$ cat config.mk
export PLATFORM = sky130hd
export DESIGN_NAME = cordic_vectoring_unit_flat
export DESIGN_NICKNAME = d
export VERILOG_FILES = /design/src/rtl/cordic_vectoring_unit_if.sv /design/src/rtl/cordic_vectoring_unit.sv /design/src/flat_wrapper.sv
export SDC_FILE = /design/constraint.sdc
export NUM_CORES = 2
export LEC_CHECK = 0
export ABC_CLOCK_PERIOD_IN_PS = 7500
export CAP_MARGIN = 20
export CORE_UTILIZATION = 55
export CTS_CLUSTER_DIAMETER = 80
export DETAILED_ROUTE_END_ITERATION = 12
export GPL_TIMING_DRIVEN = 1
export PLACE_DENSITY = 0.76
export SYNTH_ARGS = -nofsm -noshare
export SYNTH_HDL_FRONTEND = slang
export SYNTH_SLANG_ARGS = --single-unit
$ cat constraint.sdc
create_clock -name clk -period 7.5 [get_ports clk]
set_input_delay 1.125 -clock clk [delete_from_list [all_inputs] [get_ports clk]]
set_output_delay 1.125 -clock clk [all_outputs]
set_load 0.01 [all_outputs]
$ cat src/rtl/cordic_vectoring_unit_if.sv
// -----------------------------------------------------------------------------
// cordic_vectoring_unit_if
//   Request/response bundle for the vectoring-mode CORDIC unit.
//
//   start  : request, taken only while the unit is idle
//   Xi, Yi : signed Q3.29 input vector, captured on the accepting edge
//   busy   : computation in progress
//   done   : one-cycle pulse, mag/phase valid in that cycle
//   mag    : signed Q3.29 magnitude, held until the next done or reset
//   phase  : signed Q3.29 angle in radians, held like mag
//
//   master : the requester (drives start/Xi/Yi)
//   slave  : the CORDIC unit (drives busy/done/mag/phase)
// -----------------------------------------------------------------------------
interface cordic_vectoring_unit_if #(
  parameter int N = 32
) ();
  logic                start;
  logic signed [N-1:0] Xi;
  logic signed [N-1:0] Yi;
  logic                busy;
  logic                done;
  logic signed [N-1:0] mag;
  logic signed [N-1:0] phase;

  modport master (
    output start, Xi, Yi,
    input  busy, done, mag, phase
  );

  modport slave (
    input  start, Xi, Yi,
    output busy, done, mag, phase
  );
endinterface

$ cat src/rtl/cordic_vectoring_unit.sv
// -----------------------------------------------------------------------------
// cordic_vectoring_unit
//   Iterative vectoring-mode CORDIC: from a Q3.29 vector (Xi, Yi) it returns
//   the magnitude and atan2(Yi, Xi) in Q3.29, one micro-rotation per clock on
//   a single shared datapath.
//
//   Parameters
//     N : data width, Q3.29 format, only 32 is supported
//     I : number of micro-rotations, 1..28
//
//   Ports
//     clk : clock, all state changes on the rising edge
//     rst : synchronous active-high reset, overrides everything
//     bus : cordic_vectoring_unit_if.slave (start/Xi/Yi in, busy/done/mag/phase out)
//
//   Timing: start accepted at edge E -> ITER for I edges -> SCALE -> DONE,
//   so done is high in the cycle after edge E+I+1.
// -----------------------------------------------------------------------------
module cordic_vectoring_unit #(
  parameter int N = 32,
  parameter int I = 10
) (
  input  logic                    clk,
  input  logic                    rst,
  cordic_vectoring_unit_if.slave  bus
);

  localparam int JW = 5;

  localparam logic signed [N-1:0] PI   = N'(32'h6487_ED51);
  localparam logic signed [N-1:0] KINV = N'(32'h136E_9DB5);
  localparam logic signed [N-1:0] ONE  = N'(32'h2000_0000);

  typedef enum logic [1:0] {IDLE, ITER, SCALE, DONE} state_t;

  state_t              state;
  logic [JW-1:0]       j;
  logic signed [N-1:0] x;
  logic signed [N-1:0] y;
  logic signed [N-1:0] z;
  logic                zero_vec;

  logic signed [N-1:0]   x_sh;
  logic signed [N-1:0]   y_sh;
  logic signed [N-1:0]   atan_j;
  logic signed [2*N-1:0] prod;
  logic                  unused_prod_bits;

  // atan(2^-idx) in Q3.29. Beyond idx 9 the angle equals 2^-idx to within
  // half an LSB, so the tail is a plain shift of 1.0.
  function automatic logic signed [N-1:0] arctan_lookup(input logic [JW-1:0] idx);
    logic signed [N-1:0] val;
    case (idx)
      5'd0:    val = N'(32'h1921_FB54);
      5'd1:    val = N'(32'h0ED6_3383);
      5'd2:    val = N'(32'h07D6_DD7E);
      5'd3:    val = N'(32'h03FA_B753);
      5'd4:    val = N'(32'h01FF_55BB);
      5'd5:    val = N'(32'h00FF_EAAE);
      5'd6:    val = N'(32'h007F_FD55);
      5'd7:    val = N'(32'h003F_FFAB);
      5'd8:    val = N'(32'h001F_FFF5);
      5'd9:    val = N'(32'h000F_FFFF);
      default: val = ONE >>> idx;
    endcase
    return val;
  endfunction

  // NOTE: every always_comb output gets a value on every path, so no latch
  // can be inferred.
  always_comb begin
    x_sh   = x >>> j;
    y_sh   = y >>> j;
    atan_j = arctan_lookup(j);
    prod   = $signed({{N{x[N-1]}}, x}) * $signed({{N{KINV[N-1]}}, KINV});
  end

  // Only prod[N+28:29] forms the magnitude (>>> 29 then truncate to N bits).
  assign unused_prod_bits = ^{prod[2*N-1:N+29], prod[28:0]};

  // NOTE: all state, including the output registers, is written with
  // non-blocking assignments so every register samples pre-edge values;
  // this is what makes the X/Y/Z micro-rotation a simultaneous update.
  always_ff @(posedge clk) begin
    if (rst) begin
      state     <= IDLE;
      j         <= '0;
      x         <= '0;
      y         <= '0;
      z         <= '0;
      zero_vec  <= 1'b0;
      bus.busy  <= 1'b0;
      bus.done  <= 1'b0;
      bus.mag   <= '0;
      bus.phase <= '0;
    end else begin
      case (state)
        IDLE: begin
          bus.done <= 1'b0;
          if (bus.start) begin
            // Fold the left half-plane onto the right one so the iterations
            // only have to cover (-pi/2, pi/2]. Yi = 0 on the negative axis
            // takes +PI so the result lands on +pi, never -pi.
            if (bus.Xi[N-1]) begin
              x <= -bus.Xi;
              y <= -bus.Yi;
              z <= bus.Yi[N-1] ? -PI : PI;
            end else begin
              x <= bus.Xi;
              y <= bus.Yi;
              z <= '0;
            end
            zero_vec <= (bus.Xi == '0) && (bus.Yi == '0);
            j        <= '0;
            bus.busy <= 1'b1;
            state    <= ITER;
          end
        end

        ITER: begin
          // Rotate towards the x axis; Z accumulates the angle undone.
          if (y[N-1]) begin
            x <= x - y_sh;
            y <= y + x_sh;
            z <= z - atan_j;
          end else begin
            x <= x + y_sh;
            y <= y - x_sh;
            z <= z + atan_j;
          end
          j <= j + 1'b1;
          if (j == JW'(I - 1)) begin
            state <= SCALE;
          end
        end

        SCALE: begin
          // Remove the CORDIC gain; the zero vector has no defined angle and
          // is forced to an exact 0/0 result.
          bus.mag   <= zero_vec ? '0 : prod[N+28:29];
          bus.phase <= zero_vec ? '0 : z;
          bus.busy  <= 1'b0;
          bus.done  <= 1'b1;
          state     <= DONE;
        end

        DONE: begin
          bus.done <= 1'b0;
          state    <= IDLE;
        end

        default: begin
          state <= IDLE;
        end
      endcase
    end
  end

endmodule

$ cat src/flat_wrapper.sv
// flat-port wrapper written by rule: the top's interface ports become plain ports
module cordic_vectoring_unit_flat 
#(
  parameter int N = 32,
  parameter int I = 10
)
  (clk, rst, bus_start, bus_Xi, bus_Yi, bus_busy, bus_done, bus_mag, bus_phase);
  cordic_vectoring_unit_if #(.N(N)) bus_i ();
  input  logic clk;
  input  logic rst;
  input wire logic [$bits(bus_i.start)-1:0] bus_start;
  input wire logic [$bits(bus_i.Xi)-1:0] bus_Xi;
  input wire logic [$bits(bus_i.Yi)-1:0] bus_Yi;
  output wire logic [$bits(bus_i.busy)-1:0] bus_busy;
  output wire logic [$bits(bus_i.done)-1:0] bus_done;
  output wire logic [$bits(bus_i.mag)-1:0] bus_mag;
  output wire logic [$bits(bus_i.phase)-1:0] bus_phase;
  assign bus_i.start = bus_start;
  assign bus_i.Xi = bus_Xi;
  assign bus_i.Yi = bus_Yi;
  assign bus_busy = bus_i.busy;
  assign bus_done = bus_i.done;
  assign bus_mag = bus_i.mag;
  assign bus_phase = bus_i.phase;
  cordic_vectoring_unit #(.N(N), .I(I)) u_core (.clk(clk), .rst(rst), .bus(bus_i));
endmodule
==> reports/metrics.cfg <==
[timing]
worst-slew-pin-transition_ns = 1.13
fin_crit_sh_pct = 99.0
rsz0062_at_grt = true
finalWorstPathRequiredPeriod_ns = 7.42
worst_slack_ns = 0.0758
max_freq_mhz = 135
relSlewSlack_pct = 24.5
slew_viol_final = 0
finalHoldViolCount = 0
finalSetupViolCount = 0
finClkSkew_ns = 0.0229

[floorplan]
start_util_pct = 55.8
die_x_um = 266
io_pins = 133
core_um2 = 68800
rows = 96
die_h_um = 266
die_area_um2 = 70900

[cells_and_area]
nFillCells = 5976
syn_to_final_growth_pct = 11.5
drive_gt1_share_pct = 10.9
nets = 5645
seq_area_um2 = 3440
multi_input_area_um2 = 31600

[drt]
drt-pass1-iter-count = 6
post_drt_wl_per_cell_um = 21.8
drtAntennaViolNets = 0
viasPerCell = 6.01
vias = 33800
drc_errors = 0
wl_um = 123000
drt_iter0_drc = 3414

[clock_tree]
clkTransAtPathRegs_ns = 0.08
cts_setup_buffers = 0
cts_inserted_buffers = 17
clock-sinks = 170
h-tree-depth = 4
cts_tree = built
cts-root-buf = clkbuf_16
worstSkewPairLatency_ns = 0.52
clock_path_buffers = 2

[place]
preCtsSetupSlack_ns = -0.230
hpwl_um = 102000
place_congestion = 1.01
io_buffers = 132

[hold_path]
hold_class = reg -> reg
whs_path_depth = 2

[worst_setup_path]
cp-startpoint = u_core.x[21]
cp-endpoint = u_core.bus.mag[31]
crit_path_max_fanout = 3
required_ns = 7.92
endpoint_kind = register
start_kind = register
r2r_end = u_core.bus.mag[31]
cp.arrival_ns = 7.84
r2r-start = u_core.x[21]
reg2reg_depth = 26
crit_slowest_cell = fa_1
reg2reg_setup_slack_ns = 0.08
cp_slowest_stage_delay_ns = 0.57
worst-setup-path-type = reg -> reg
crit_top_cell = fa_1

[run_status]
status = completed

[synth]
ys_async_sr_fraction_pct = 0
ys_ff_latch = 170
seq_area_frac_synth_pct = 8.86
synth_cell_types = 106
synth_edf_count = 0
synth_area_per_cell_um2 = 8.60
syn_area_um2 = 38400
syn_nets = 5430
synth_flop_cell = dfxtp_1
syn-instance-count = 4469
yosysWarnings = 0

[global_route]
grt_max_degree = 88
first_global_vias = 32400
grt_pass1_wl_um = 189000
track_usage_pct = 35.0
antenna_found_initial = 2
grt_overflow = 0

[job]
maxCapViolCount = 0

[worst max-delay path, delay by kind of cell (launching register included)]
family                   cells  cell delay (ns)
flip-flops                   1             0.42
AO/OA/AOI/OAI                6             1.02
AND/OR/NAND/NOR              4             0.87
adder cells (fa/ha/maj)      9             4.20
buffers and inverters        7             0.82
[state kept, by name (all words and copies together), names as in the netlist]
register          flops
u_core.bus.mag       32
u_core.bus.phase     32
u_core.x             32
u_core.y             32
u_core.z             32
u_core.j              5
u_core.state          2
u_core.bus.busy       1
u_core.bus.done       1
u_core.zero_vec       1
[cells by family (layout without fill, tap and decap cells)]
| logic type | count (synthesis) | in the layout | share of synthesized area (%) |
|---|---|---|---|
| DFF | 170 | 170 | 8.86 |
| muxes | 188 | 188 | 7.72 |
| and+or+nand+nor | 974 | 974 | 12.4 |
| other | 0 | 1 | 0 |
| buffers and inverters | 935 | 1163 | 9.53 |
| adders and majority gates | 894 | 894 | 37.5 |
| AOI/OAI and AO/OA | 986 | 986 | 16.7 |
| xor gates and xnor gates | 322 | 322 | 7.36 |
[worst min path at each step]
stage / startpoint / end / slack (ns)
finish: u_core.bus.mag[9] / u_core.bus.mag[9] / 0.46
global route: u_core.bus.mag[24] / u_core.bus.mag[24] / 0.49
CTS: u_core.bus.mag[9] / u_core.bus.mag[9] / 0.46
detailed placement: u_core.bus.mag[9] / u_core.bus.mag[9] / 0.44
global placement: u_core.bus.mag[14] / u_core.bus.mag[14] / 0.44
floorplan: u_core.z[0] / u_core.bus.phase[0] / 0.45
[layer usage]
layer  part of all wire (%)  track usage (%)  up-vias
met5                      0                0        -
met4                    2.3             9.10        0
met3                    9.5             7.73      172
met2                     44             52.4     1482
met1                     45             50.7    16500
li1                       -                -    15700
[repair_timing]
action / in CTS / in global routing
setup endpoints to repair: 8 / 27
endpoints found under the hold margin: 0 / 0
gates resized for setup: 8 / 48
hold buffers: 0 / 0
pin swaps: 0 / 4
[through the flow]
stage	cell area, um^2	hold slack, ns	TNS (ns)	instances	util (%)
detailed placement	42000	0.441	-0.747	5595	61.1
global placement	42000	0.436	-0.0203	5594	61.1
CTS	42700	0.460	0	5627	62.0
global route	42900	0.490	-0.292	5628	62.3
floorplan	38400	0.455	0	4469	-
finish	42900	0.455	0	5629	62.3
[cell type report]
cell class              count  area share (%)
clock inverters            15           0.470
clock buffers              17           0.992
flip-flops and latches    170            8.02
multi-input cells        3364            73.6
diodes                      1         0.00584
well taps                 931            2.72
inverters                 749            6.56
repair buffers            382            7.59
[cell usage after synthesis (all sizes together), types with 9 or more instances]
library cell  instances  area, um^2
inv                 746        2800
ha                  466        5830
fa                  428        8570
a21oi               321        1610
nor2                297        1120
nand2               241         905
dfxtp               170        3400
o21ai               163         820
xor2                163        1430
xnor2               159        1400
clkbuf              127         477
a21o                119         895
nor3                 94         495
mux4                 81        1830
mux2i                68         688
nor2b                64         400
nand3                60         313
buf                  59         372
a211oi               51         408
mux2                 39         447
a31oi                38         238
and3                 38         238
o211ai               31         233
o31ai                28         210
and2                 26         164
o21bai               25         188
nand2b               24         150
or3                  24         150
nand4                22         138
o21a                 22         165
a2111oi              17         149
or4                  16         120
a211o                13         114
a221oi               12         124
a22oi                12        95.1
o221ai               12         105
o41ai                12         105
or2                  12        75.1
nor4                 11        68.8
o22ai                11        75.1
o31a                 11        96.3
a22o                 10        87.6
nor3b                10        85.1
nand3b                9        67.6
[cell usage in the layout, fill, tap and decap left out, types with 16 or more instances in the layout]
master           Yosys  final
a21o_1             118    118
xor2_1             163    159
clkbuf_16            0     17
nor3_1              89     88
dfxtp_2              0     17
nand2b_1            24     24
inv_1              744    741
buf_4                6    245
o31ai_1             28     28
ha_1               466    459
nor2b_1             64     63
mux4_2              79     79
mux2_2              36     36
nand3_1             59     58
and2_1              25     25
nand4_1             22     22
a21oi_1            320    313
a31oi_1             38     37
or3_1               24     24
o211ai_1            31     31
dfxtp_1            170    149
or4_1               16     16
o21bai_1            25     24
mux2i_1             66     66
a211oi_1            46     44
o21ai_0            156    152
o21a_1              22     22
nor2_1             296    294
clkdlybuf4s50_1      0    130
and3_1              38     38
fa_1               428    428
xnor2_1            158    158
nand2_1            241    241
Power is not shown: default switching activity piles up to over one toggle a cycle in this logic, so the estimate is an artifact.
